==> src/rtl/pipeline_if_fetch_pkg.sv <==
// Shared definitions for the IF fetch stage and its ID-side consumer.
package pipeline_if_fetch_pkg;

  localparam int          IF_TO_ID_WD = 65;
  localparam logic [31:0] PC_INC      = 32'd4;

  typedef enum logic [1:0] {
    REQ_BOOT,
    REQ_IDLE,
    REQ_HOLD
  } req_state_e;

  function automatic logic [IF_TO_ID_WD-1:0] pack_if_id(input logic        adel,
                                                        input logic [31:0] inst,
                                                        input logic [31:0] pc);
    return {adel, inst, pc};
  endfunction

endpackage

==> src/rtl/pipeline_if_fetch_fifo.sv <==
// Synchronous instruction buffer between the fetch bus and ID; clear wins over push/pop.
module if_inst_fifo
  import pipeline_if_fetch_pkg::*;
#(
  parameter int DEPTH = 2,
  parameter int WIDTH = IF_TO_ID_WD
) (
  input  logic                       clk,
  input  logic                       resetn,
  input  logic                       clear,
  input  logic                       push,
  input  logic                       pop,
  input  logic [WIDTH-1:0]           din,
  output logic [WIDTH-1:0]           dout,
  output logic [$clog2(DEPTH):0]     count,
  output logic                       empty
);

  localparam int AW = (DEPTH > 1) ? $clog2(DEPTH) : 1;

  logic [WIDTH-1:0] mem [DEPTH];
  logic [AW-1:0]    wr_ptr;
  logic [AW-1:0]    rd_ptr;

  always_ff @(posedge clk or negedge resetn) begin
    if (!resetn) begin
      wr_ptr <= '0;
      rd_ptr <= '0;
      count  <= '0;
    end else if (clear) begin
      wr_ptr <= '0;
      rd_ptr <= '0;
      count  <= '0;
    end else begin
      if (push) wr_ptr <= wr_ptr + AW'(1);
      if (pop)  rd_ptr <= rd_ptr + AW'(1);
      case ({push, pop})
        2'b10:   count <= count + ($clog2(DEPTH)+1)'(1);
        2'b01:   count <= count - ($clog2(DEPTH)+1)'(1);
        default: count <= count;
      endcase
    end
  end

  always_ff @(posedge clk) begin
    if (push && !clear) mem[wr_ptr] <= din;
  end

  assign empty = (count == '0);
  assign dout  = empty ? '0 : mem[rd_ptr];

endmodule

==> src/rtl/pipeline_if_fetch.sv <==
// IF stage: issues fetches on the SRAM-like bus, tracks in-flight PCs and hands
// {adel_ex, inst, pc} to ID; flush/redirect discard everything still in flight.
//
// state    | meaning
// REQ_BOOT | first cycle after reset, no request driven
// REQ_IDLE | request may be raised from pc when credit allows
// REQ_HOLD | request raised but not accepted, address frozen
module pipeline_if_fetch
  import pipeline_if_fetch_pkg::*;
#(
  parameter logic [31:0] RESET_PC   = 32'hBFC0_0000,
  parameter int          FIFO_DEPTH = 2,
  parameter int          MAX_OUTST  = 2
) (
  input  logic                   clk,
  input  logic                   resetn,
  input  logic                   flush,
  input  logic [31:0]            flush_pc,
  input  logic                   br_redirect,
  input  logic [31:0]            br_target,
  input  logic                   id_allowin,
  output logic                   if_id_valid,
  output logic [IF_TO_ID_WD-1:0] if_to_id_bus,
  output logic                   inst_req,
  output logic [31:0]            inst_addr,
  input  logic                   inst_addr_ok,
  input  logic                   inst_data_ok,
  input  logic [31:0]            inst_rdata
);

  localparam int CW    = $clog2(MAX_OUTST) + 1;
  localparam int OQ_AW = (MAX_OUTST > 1) ? $clog2(MAX_OUTST) : 1;
  localparam int FCW   = $clog2(FIFO_DEPTH) + 1;

  function automatic logic [OQ_AW-1:0] oq_next(input logic [OQ_AW-1:0] p);
    return (p == OQ_AW'(MAX_OUTST - 1)) ? '0 : p + OQ_AW'(1);
  endfunction

  req_state_e state, state_nxt;

  logic [31:0]            pc;
  logic [31:0]            held_addr;
  logic                   held_stale;
  logic                   halt;
  logic [CW-1:0]          outst, outst_nxt;
  logic [CW-1:0]          discard, discard_nxt;
  logic [31:0]            oq_pc [MAX_OUTST];
  logic [OQ_AW-1:0]       oq_wr, oq_rd;

  logic                   restart;
  logic [31:0]            restart_pc;
  logic                   addr_fire;
  logic                   resp_drop, resp_push, adel_push;
  logic                   issue_ok, credit_ok;
  logic [7:0]             credit_used;
  logic                   fifo_push, fifo_pop, fifo_empty;
  logic [FCW-1:0]         fifo_cnt;
  logic [IF_TO_ID_WD-1:0] fifo_din;

  assign restart    = flush | br_redirect;
  assign restart_pc = flush ? flush_pc : br_target;
  assign addr_fire  = inst_req & inst_addr_ok;
  assign resp_drop  = inst_data_ok & (discard != '0);
  assign resp_push  = inst_data_ok & (discard == '0) & !restart;

  assign if_id_valid = !fifo_empty & !restart;
  assign fifo_pop    = if_id_valid & id_allowin;

  // A pop this cycle frees a slot, which keeps issue back-to-back when ID drains.
  assign credit_used = 8'(fifo_cnt) + 8'(outst) - {7'b0, fifo_pop};
  assign credit_ok   = credit_used < 8'(FIFO_DEPTH);

  assign issue_ok = (state == REQ_IDLE) && !halt && (pc[1:0] == 2'b00) &&
                    (outst < CW'(MAX_OUTST)) && credit_ok && !restart;

  // Misaligned entry waits until every live fetch ahead of it has returned.
  assign adel_push = (state == REQ_IDLE) && !halt && (pc[1:0] != 2'b00) &&
                     credit_ok && (outst == discard) && !restart && !resp_push;

  assign outst_nxt = outst + CW'(addr_fire) - CW'(inst_data_ok);

  always_comb begin
    discard_nxt = discard;
    if (restart) begin
      discard_nxt = outst_nxt;
    end else begin
      if (addr_fire && held_stale) discard_nxt = discard_nxt + CW'(1);
      if (resp_drop)               discard_nxt = discard_nxt - CW'(1);
    end
  end

  always_ff @(posedge clk or negedge resetn) begin
    if (!resetn) state <= REQ_BOOT;
    else         state <= state_nxt;
  end

  always_comb begin
    state_nxt = state;
    case (state)
      REQ_BOOT: state_nxt = REQ_IDLE;
      REQ_IDLE: if (issue_ok && !inst_addr_ok) state_nxt = REQ_HOLD;
      REQ_HOLD: if (inst_addr_ok) state_nxt = REQ_IDLE;
      default:  state_nxt = REQ_BOOT;
    endcase
  end

  always_comb begin
    inst_req  = 1'b0;
    inst_addr = pc;
    case (state)
      REQ_IDLE: inst_req = issue_ok;
      REQ_HOLD: begin
        inst_req  = 1'b1;
        inst_addr = held_addr;
      end
      default: ;
    endcase
  end

  always_ff @(posedge clk or negedge resetn) begin
    if (!resetn) begin
      pc         <= RESET_PC;
      held_addr  <= RESET_PC;
      held_stale <= 1'b0;
      halt       <= 1'b0;
      outst      <= '0;
      discard    <= '0;
      oq_wr      <= '0;
      oq_rd      <= '0;
    end else begin
      outst   <= outst_nxt;
      discard <= discard_nxt;
      if (restart)                        pc <= restart_pc;
      else if (addr_fire && !held_stale)  pc <= pc + PC_INC;
      if (state == REQ_IDLE && issue_ok && !inst_addr_ok) held_addr <= pc;
      if (addr_fire)                      held_stale <= 1'b0;
      else if (restart && inst_req)       held_stale <= 1'b1;
      if (restart)                        halt <= 1'b0;
      else if (adel_push)                 halt <= 1'b1;
      if (addr_fire)    oq_wr <= oq_next(oq_wr);
      if (inst_data_ok) oq_rd <= oq_next(oq_rd);
    end
  end

  always_ff @(posedge clk) begin
    if (addr_fire) oq_pc[oq_wr] <= inst_addr;
  end

  assign fifo_push = resp_push | adel_push;
  assign fifo_din  = resp_push ? pack_if_id(1'b0, inst_rdata, oq_pc[oq_rd])
                               : pack_if_id(1'b1, 32'h0, pc);

  if_inst_fifo #(
    .DEPTH (FIFO_DEPTH),
    .WIDTH (IF_TO_ID_WD)
  ) u_fifo (
    .clk    (clk),
    .resetn (resetn),
    .clear  (restart),
    .push   (fifo_push),
    .pop    (fifo_pop),
    .din    (fifo_din),
    .dout   (if_to_id_bus),
    .count  (fifo_cnt),
    .empty  (fifo_empty)
  );

endmodule

==> config.mk <==
export PLATFORM = sky130hd
export DESIGN_NAME = pipeline_if_fetch
export DESIGN_NICKNAME = d
export VERILOG_FILES = /design/src/rtl/pipeline_if_fetch_pkg.sv /design/src/rtl/pipeline_if_fetch_fifo.sv /design/src/rtl/pipeline_if_fetch.sv
export SDC_FILE = /design/constraint.sdc
export NUM_CORES = 1
export LEC_CHECK = 0
export ABC_AREA = 0
export CAP_MARGIN = 20
export CORE_MARGIN = 5
export CORE_UTILIZATION = 40
export CTS_CLUSTER_SIZE = 14
export DETAILED_ROUTE_END_ITERATION = 12
export PLACE_DENSITY = 0.67
export SYNTH_ARGS = -nofsm -noshare
export SYNTH_HDL_FRONTEND = slang
export SYNTH_HIERARCHICAL = 1
export SYNTH_SLANG_ARGS = --single-unit
==> constraint.sdc <==
create_clock -name clk -period 14.3 [get_ports clk]
set_clock_uncertainty 0.1 [all_clocks]
set_input_delay 1.43 -clock clk [delete_from_list [all_inputs] [get_ports clk]]
set_output_delay 1.43 -clock clk [all_outputs]
set_load 0.05 [all_outputs]
==> flow_metrics.tcl, run 1 <==
set metrics [dict create \
    clk_latency_ns 0.54 \
    grt_overflow_total 0 \
    drt-total-wl_microns 29200 \
    coreArea_sq_um 31400 \
    worstPathMaxFanout 35 \
    synth_fp_nets 1101 \
    synth_top_cell_area_share_pct 46.1 \
    path_clk_slew_ns 0.06 \
    setup_viol_count_final 0 \
    dpl_cell_area_sq_um 14900 \
    ir_drop_v 0.0000955 \
    drive_above_1_share_pct 13.2 \
    dr.pass1.iters 5 \
    fillers 2697 \
    timing.final.crit_share_pct 54.7 \
    pin_count 202 \
    async_flop_share_pct 28.7 \
    critPathArrivalTime_ns 6.29 \
    hold_buffers 0 \
    required_ns 12.77 \
    design_area_sq_um 15900 \
    rsz0062_at_grt "false" \
    ys_ff_latch 272 \
    synth_edf_count 194 \
    grt_pass1_wl_microns 46200 \
    path_class "input port to primary output" \
    numCtsBuffers 28 \
    dp_hpwl_microns 19200 \
    avgSynthCellArea_sq_um 12.8 \
    drt-wirelength-per-cell_microns 18.4 \
    grt_pass1_vias 8164 \
    p_per_area_nw_per_um2 145 \
    start_kind "input port" \
    netlist_instances 985 \
    die_h_microns 188 \
    ant_nets 0 \
    ys_seq_area_share_pct 61.7 \
    maxSlewViolCount 0 \
    slew_headroom_pct 28.9 \
    yosys_warnings 6 \
    hold_viol 0 \
    yosysTopAreaCell "edfxtp_1" \
    endpoint_kind "primary output" \
    cts_root_buffer "clkbuf_16" \
    synth_ff_type "edfxtp_1" \
    min_path_type "register to register" \
    synth_cell_types 60 \
    numPortBuffers 201 \
    cts_tree "done" \
    worstMarginPinSlew_ns 1.07 \
    grt_max_degree 67 \
    clk_path_buf_depth 3 \
    status "finished, final reports clean" \
    cts_resized 0 \
    syn_to_final_growth_pct 25.8 \
    drtIter0Drc 522 \
    gp_congestion 0.840 \
    rows 65 \
    vias 8062 \
    synthTopCellsByArea "edfxtp_1 46%, dfrtp_1 12%, mux2i_1 8.0%" \
    via_per_inst 5.07 \
    die_area_sq_um 35200 \
    n_antenna_cell 0 \
    drc_errors 0 \
    antenna_found_initial 0 \
    initial_utilization_pct 40.2 \
    synthesis.area_sq_um 12600 \
    period_needed_ns 7.82 \
    max_freq_mhz 128 \
    maxCapViolations 0 \
    p_leak_nw 5.82 \
    post-cts-setup-buffer-count 0 \
    track_usage_pct 16.2 \
    fin_nets 1281 \
    clkSinkCount 272 \
    htreeDepth 1 \
    die_w_microns 188 \
    tns_ns 0 \
]
[cells in the mapped netlist, types with 6 or more instances]
cell / number
xnor2_1: 21
o31ai_1: 9
mux2i_1: 101
clkbuf_1: 37
nor2_1: 87
dfstp_2: 18
nand2b_1: 6
nand4_1: 7
edfxtp_1: 194
nor3_1: 10
a21o_1: 7
and3_1: 8
nor2b_1: 15
ha_1: 12
nand3_1: 9
o21ai_0: 52
nand2_1: 92
and2_1: 40
mux2_2: 56
inv_1: 18
buf_2: 13
dfrtp_1: 60
xor2_1: 8
o221ai_1: 9
a21oi_1: 27
[worst paths after layout]
path                                                   from                     endpoint  slack [ns]  depth (start not counted)
min in group asynchronous                            resetn           pc[19]$_DFFE_PN0P_        0.64                          1
worst max-delay path                            br_redirect                     inst_req        6.48                         14
worst min-delay path              held_addr[13]$_DFFE_PN0P_    held_addr[13]$_DFFE_PN0P_        0.39                          2
worst max register to register  u_fifo/count[0]$_DFFE_PN0P_  u_fifo/mem[0][45]$_DFFE_PP_        9.80                         12
max in group asynchronous                            resetn    u_fifo/rd_ptr$_DFFE_PN0P_       12.23                          2
worst min register to register    held_addr[13]$_DFFE_PN0P_    held_addr[13]$_DFFE_PN0P_        0.39                          2
[routing by layer]
| metal | routed length (microns) | track usage, % | vias to the layer above |
|---|---|---|---|
| met5 | 0 | 0 | - |
| met4 | 464 | 3.36 | 0 |
| met3 | 1730 | 2.79 | 31 |
| met2 | 13800 | 26.5 | 240 |
| met1 | 13200 | 23.0 | 3871 |
| li1 | - | - | 3920 |
[registers in the layout (all words and copies together), names as in the netlist]
name and flops:
discard 2, halt 1, held_addr 32, held_stale 1
oq_pc 64, oq_rd 1, oq_wr 1, outst 2
pc 32, state 2, u_fifo/count 2, u_fifo/mem 130
u_fifo/rd_ptr 1, u_fifo/wr_ptr 1
[area by class of cell]
cell class              count  area [sq um]  area share, %
clock inverters            13           144          0.905
clock buffers              39           855           5.38
repair buffers            214          2100           13.2
flip-flops and latches    272          7800           49.1
multi-input cells         630          4420           27.8
well taps                 402           503           3.16
inverters                  19          71.3          0.449
[cell usage in the layout (no fill, tap or decap), types with 4 or more instances in the layout]
cell type	n
nor3_1	10
nor3b_1	4
xor2_1	8
buf_4	14
dfrtp_1	58
nor2_1	85
a21o_1	7
nand4_1	7
a211oi_1	5
inv_1	17
and2_1	40
nand3_1	9
clkdlybuf4s50_1	199
o21ai_0	52
nor4_2	5
nor2b_1	15
nand2b_1	6
and3_1	8
clkbuf_16	30
clkinv_2	4
edfxtp_1	194
mux2i_1	101
nand2_1	92
clkbuf_8	7
mux2_2	56
xnor2_1	21
o221ai_1	9
a21oi_1	27
ha_1	12
o31ai_1	9
dfstp_2	18
[worst max-delay path, stage by stage]
cell,delay [ns]
clkdlybuf4s50_1,0.39
buf_4,0.25
nor2_4,0.46
inv_2,0.40
nor2_1,0.21
and2_1,0.26
ha_1,0.28
nor2b_1,0.14
fa_1,0.43
or3b_1,0.40
a311oi_4,0.40
and2_1,0.21
o21a_1,0.14
clkdlybuf4s50_1,0.84
[per-stage QoR]
| stage | total power [mW] | std cells | util (%) | hold WS (ns) | worst slack, ns |
|---|---|---|---|---|---|
| 2_1_floorplan | 1.38 | 985 | - | 0.343 | 4.08 |
| 3_3_place_gp | 1.55 | 1537 | 47.5 | 0.362 | 6.64 |
| 3_5_place_dp | 1.56 | 1537 | 47.5 | 0.373 | 6.50 |
| 4_1_cts | 2.33 | 1589 | 50.6 | 0.393 | 6.46 |
| 5_1_grt | 2.41 | 1589 | 50.6 | 0.411 | 6.12 |
| 6_report | 2.30 | 1589 | 50.6 | 0.390 | 6.48 |
[where the power goes]
| part | switching [mW] | internal (mW) |
|---|---|---|
| clock | 0.295 | 0.469 |
| sequential | 0.0790 | 0.938 |
| combinational | 0.303 | 0.220 |
[cell families (layout without fill, tap and decap cells)]
group | Yosys count | after routing | synth area share [%]
xor gates and xnor gates | 29 | 29 | 2.01
adders and majority gates | 13 | 13 | 1.35
AOI/OAI and AO/OA | 129 | 129 | 6.46
DFF | 272 | 272 | 61.7
muxes | 158 | 158 | 13.1
buffers and inverters | 83 | 285 | 3.48
and+or+nand+nor | 301 | 301 | 11.9
No activity file was read; power rests on OpenSTA's default activity.
==> run 2, diff against run 1 <==
--- a/config.mk
+++ b/config.mk
@@ -11,7 +11,7 @@
 export CORE_UTILIZATION = 40
 export CTS_CLUSTER_SIZE = 14
 export DETAILED_ROUTE_END_ITERATION = 12
-export PLACE_DENSITY = 0.67
+export PLACE_DENSITY = 0.69
 export SYNTH_ARGS = -nofsm -noshare
 export SYNTH_HDL_FRONTEND = slang
 export SYNTH_HIERARCHICAL = 1
==> constraint.sdc (replaced) <==
create_clock -name clk -period 7 [get_ports clk]
set_clock_uncertainty 0.1 [all_clocks]
set_input_delay 0.7 -clock clk [delete_from_list [all_inputs] [get_ports clk]]
set_output_delay 0.7 -clock clk [all_outputs]
set_load 0.05 [all_outputs]
==> flow_metrics.tcl, run 2 (synthesis gave the netlist of run 1 again) <==
set metrics [dict create \
    status "finished, final reports clean" \
    tns_ns 0 \
    htreeDepth 1 \
    endpoint_kind "register" \
    die_w_microns 188 \
    dp_hpwl_microns 19700 \
    clkSinkCount 272 \
    required_ns 7.05 \
    rsz0062_at_grt "false" \
    drt-wirelength-per-cell_microns 18.0 \
    placed_cells 1540 \
    dr.pass1.iters 5 \
    ir_drop_v 0.000238 \
    crit_family "buffers and inverters" \
    clk_path_buf_depth 3 \
    path_clk_slew_ns 0.06 \
    crit_chain "clkdlybuf4s50_1 -> buf_4 -> nor2_4 -> buf_4 -> inv_2 -> nor2_1 -> and2_1 -> ha_1 -> nor2b_1 -> fa_1 -> or3b_1 -> a311oi_4 -> o2111ai_1 -> nand2_1 -> nor3b_4 -> buf_4" \
    fin_nets 1285 \
    dr.max_layer_used "met4" \
    syn_to_final_growth_pct 25.1 \
    dr_wl_met2_microns 13500 \
    reg2reg_from "u_fifo/count[0]$_DFFE_PN0P_" \
    grt_max_degree 67 \
    drt-total-wl_microns 28700 \
    final_cell_mix "198 x clkdlybuf4s50_1, 194 x edfxtp_1, 101 x mux2i_1" \
    p_leak_nw 5.79 \
    top_register "u_fifo/mem" \
    worst_slack_ns 1.82 \
    design_area_sq_um 15800 \
    slew_headroom_pct 26.0 \
    hold_viol 0 \
    timing.final.crit_share_pct 74.0 \
    grt_overflow_total 0 \
    met3WireLength_microns 1620 \
    numCtsBuffers 28 \
    hold_buffers 0 \
    crit_slowest_cell "buf_4" \
    crit_top_cell "buf_4" \
    numPortBuffers 201 \
    slowest_delay_ns 0.72 \
    pre_cts_ws_ns 1.24 \
    initial_utilization_pct 40.2 \
    path_class "input port to register" \
    fillers 2727 \
    pin_count 202 \
    antenna_found_initial 0 \
    cts_resized 0 \
    min_path_type "input port to async pin" \
    ant_nets 0 \
    p_per_area_nw_per_um2 286 \
    instances_no_fill 1593 \
    setup_viol_count_final 0 \
    coreArea_sq_um 31400 \
    final_common_cell "clkdlybuf4s50_1" \
    die_area_sq_um 35200 \
    rows 65 \
    top_regs "u_fifo/mem x130, oq_pc x64" \
    track_usage_pct 15.9 \
    drive_above_1_share_pct 12.9 \
    cts_tree "done" \
    startpoint "br_redirect" \
    crit_buf_inv 5 \
    die_h_microns 188 \
    dpl_cell_area_sq_um 14900 \
    grt_pass1_wl_microns 45400 \
    drtIter0Drc 497 \
    largest_register_ffs 130 \
    max_freq_mhz 193 \
    period_needed_ns 5.18 \
    post-cts-setup-buffer-count 0 \
    vias 8081 \
    n_antenna_cell 0 \
    start_kind "input port" \
    maxCapViolations 0 \
    clk_latency_ns 0.53 \
    gp_congestion 0.790 \
    cts_root_buffer "clkbuf_16" \
    worstMarginPinSlew_ns 1.11 \
    drc_errors 0 \
    worstPathMaxFanout 65 \
    wirelength_met1_microns 12900 \
    p_total_mw 4.53 \
    critPathArrivalTime_ns 5.23 \
    via_per_inst 5.07 \
    grt_pass1_vias 8228 \
    maxSlewViolCount 0 \
]
run 2: changes by cell type in the layout (fill, tap and decap cells not counted), sizes merged:
cell | before | now
buf | 15 | 20
clkbuf | 39 | 43
bufinv | 3 | 0
clkinvlp | 3 | 0
clkinv | 7 | 9
clkdlybuf4s50 | 199 | 198
run 2: through the flow:
stage | hold WS, ns | util (%)
global route | 0.0265 | 50.4
detailed placement | 0.371 | 47.5
floorplan | 0.304 | -
finish | 0.0107 | 50.4
global placement | 0.362 | 47.5
CTS | 0.00667 | 50.3
run 2: cell type report:
cell class              count  area (sq um)  share of cell area, %
flip-flops and latches    272          7800                   49.4
well taps                 402           503                   3.18
clock inverters             9          45.0                  0.285
repair buffers            218          2150                   13.6
clock buffers              43           818                   5.18
multi-input cells         630          4420                   27.9
inverters                  19          71.3                  0.451
run 2: final timing paths:
check | end | slack, ns | depth (start not counted)
hold reg to reg | held_addr[31]$_DFFE_PN1P_ | 0.38 | 2
min in group clk | held_addr[31]$_DFFE_PN1P_ | 0.38 | 2
max in group asynchronous | u_fifo/rd_ptr$_DFFE_PN0P_ | 5.73 | 2
setup / recovery | u_fifo/mem[0][20]$_DFFE_PP_ | 1.82 | 16
hold / removal | pc[13]$_DFFE_PN0P_ | 0.01 | 1
setup reg to reg | u_fifo/mem[0][20]$_DFFE_PP_ | 2.54 | 12
run 2: power by group:
group	switching [mW]	internal [mW]	leakage, nW	total [mW]
clock network	0.574	0.801	0.426	1.37
logic	0.630	0.450	2.54	1.08
registers	0.156	1.92	2.82	2.07
run 2: per-layer routing:
metal  up-vias  global-route usage (%)
met5         -                       0
met4         0                    4.09
met3        49                    2.76
met2       243                    25.8
met1      3867                    22.3
li1       3922                       -
run 2: worst reg2reg max path: cells and delay by family (launching register included):
kind / cells / cell delay (ns)
adders and majority gates: 2 / 0.75
and+or+nand+nor: 7 / 1.43
AOI/OAI and AO/OA: 2 / 0.58
buffers and inverters: 1 / 0.72
DFF: 1 / 0.45
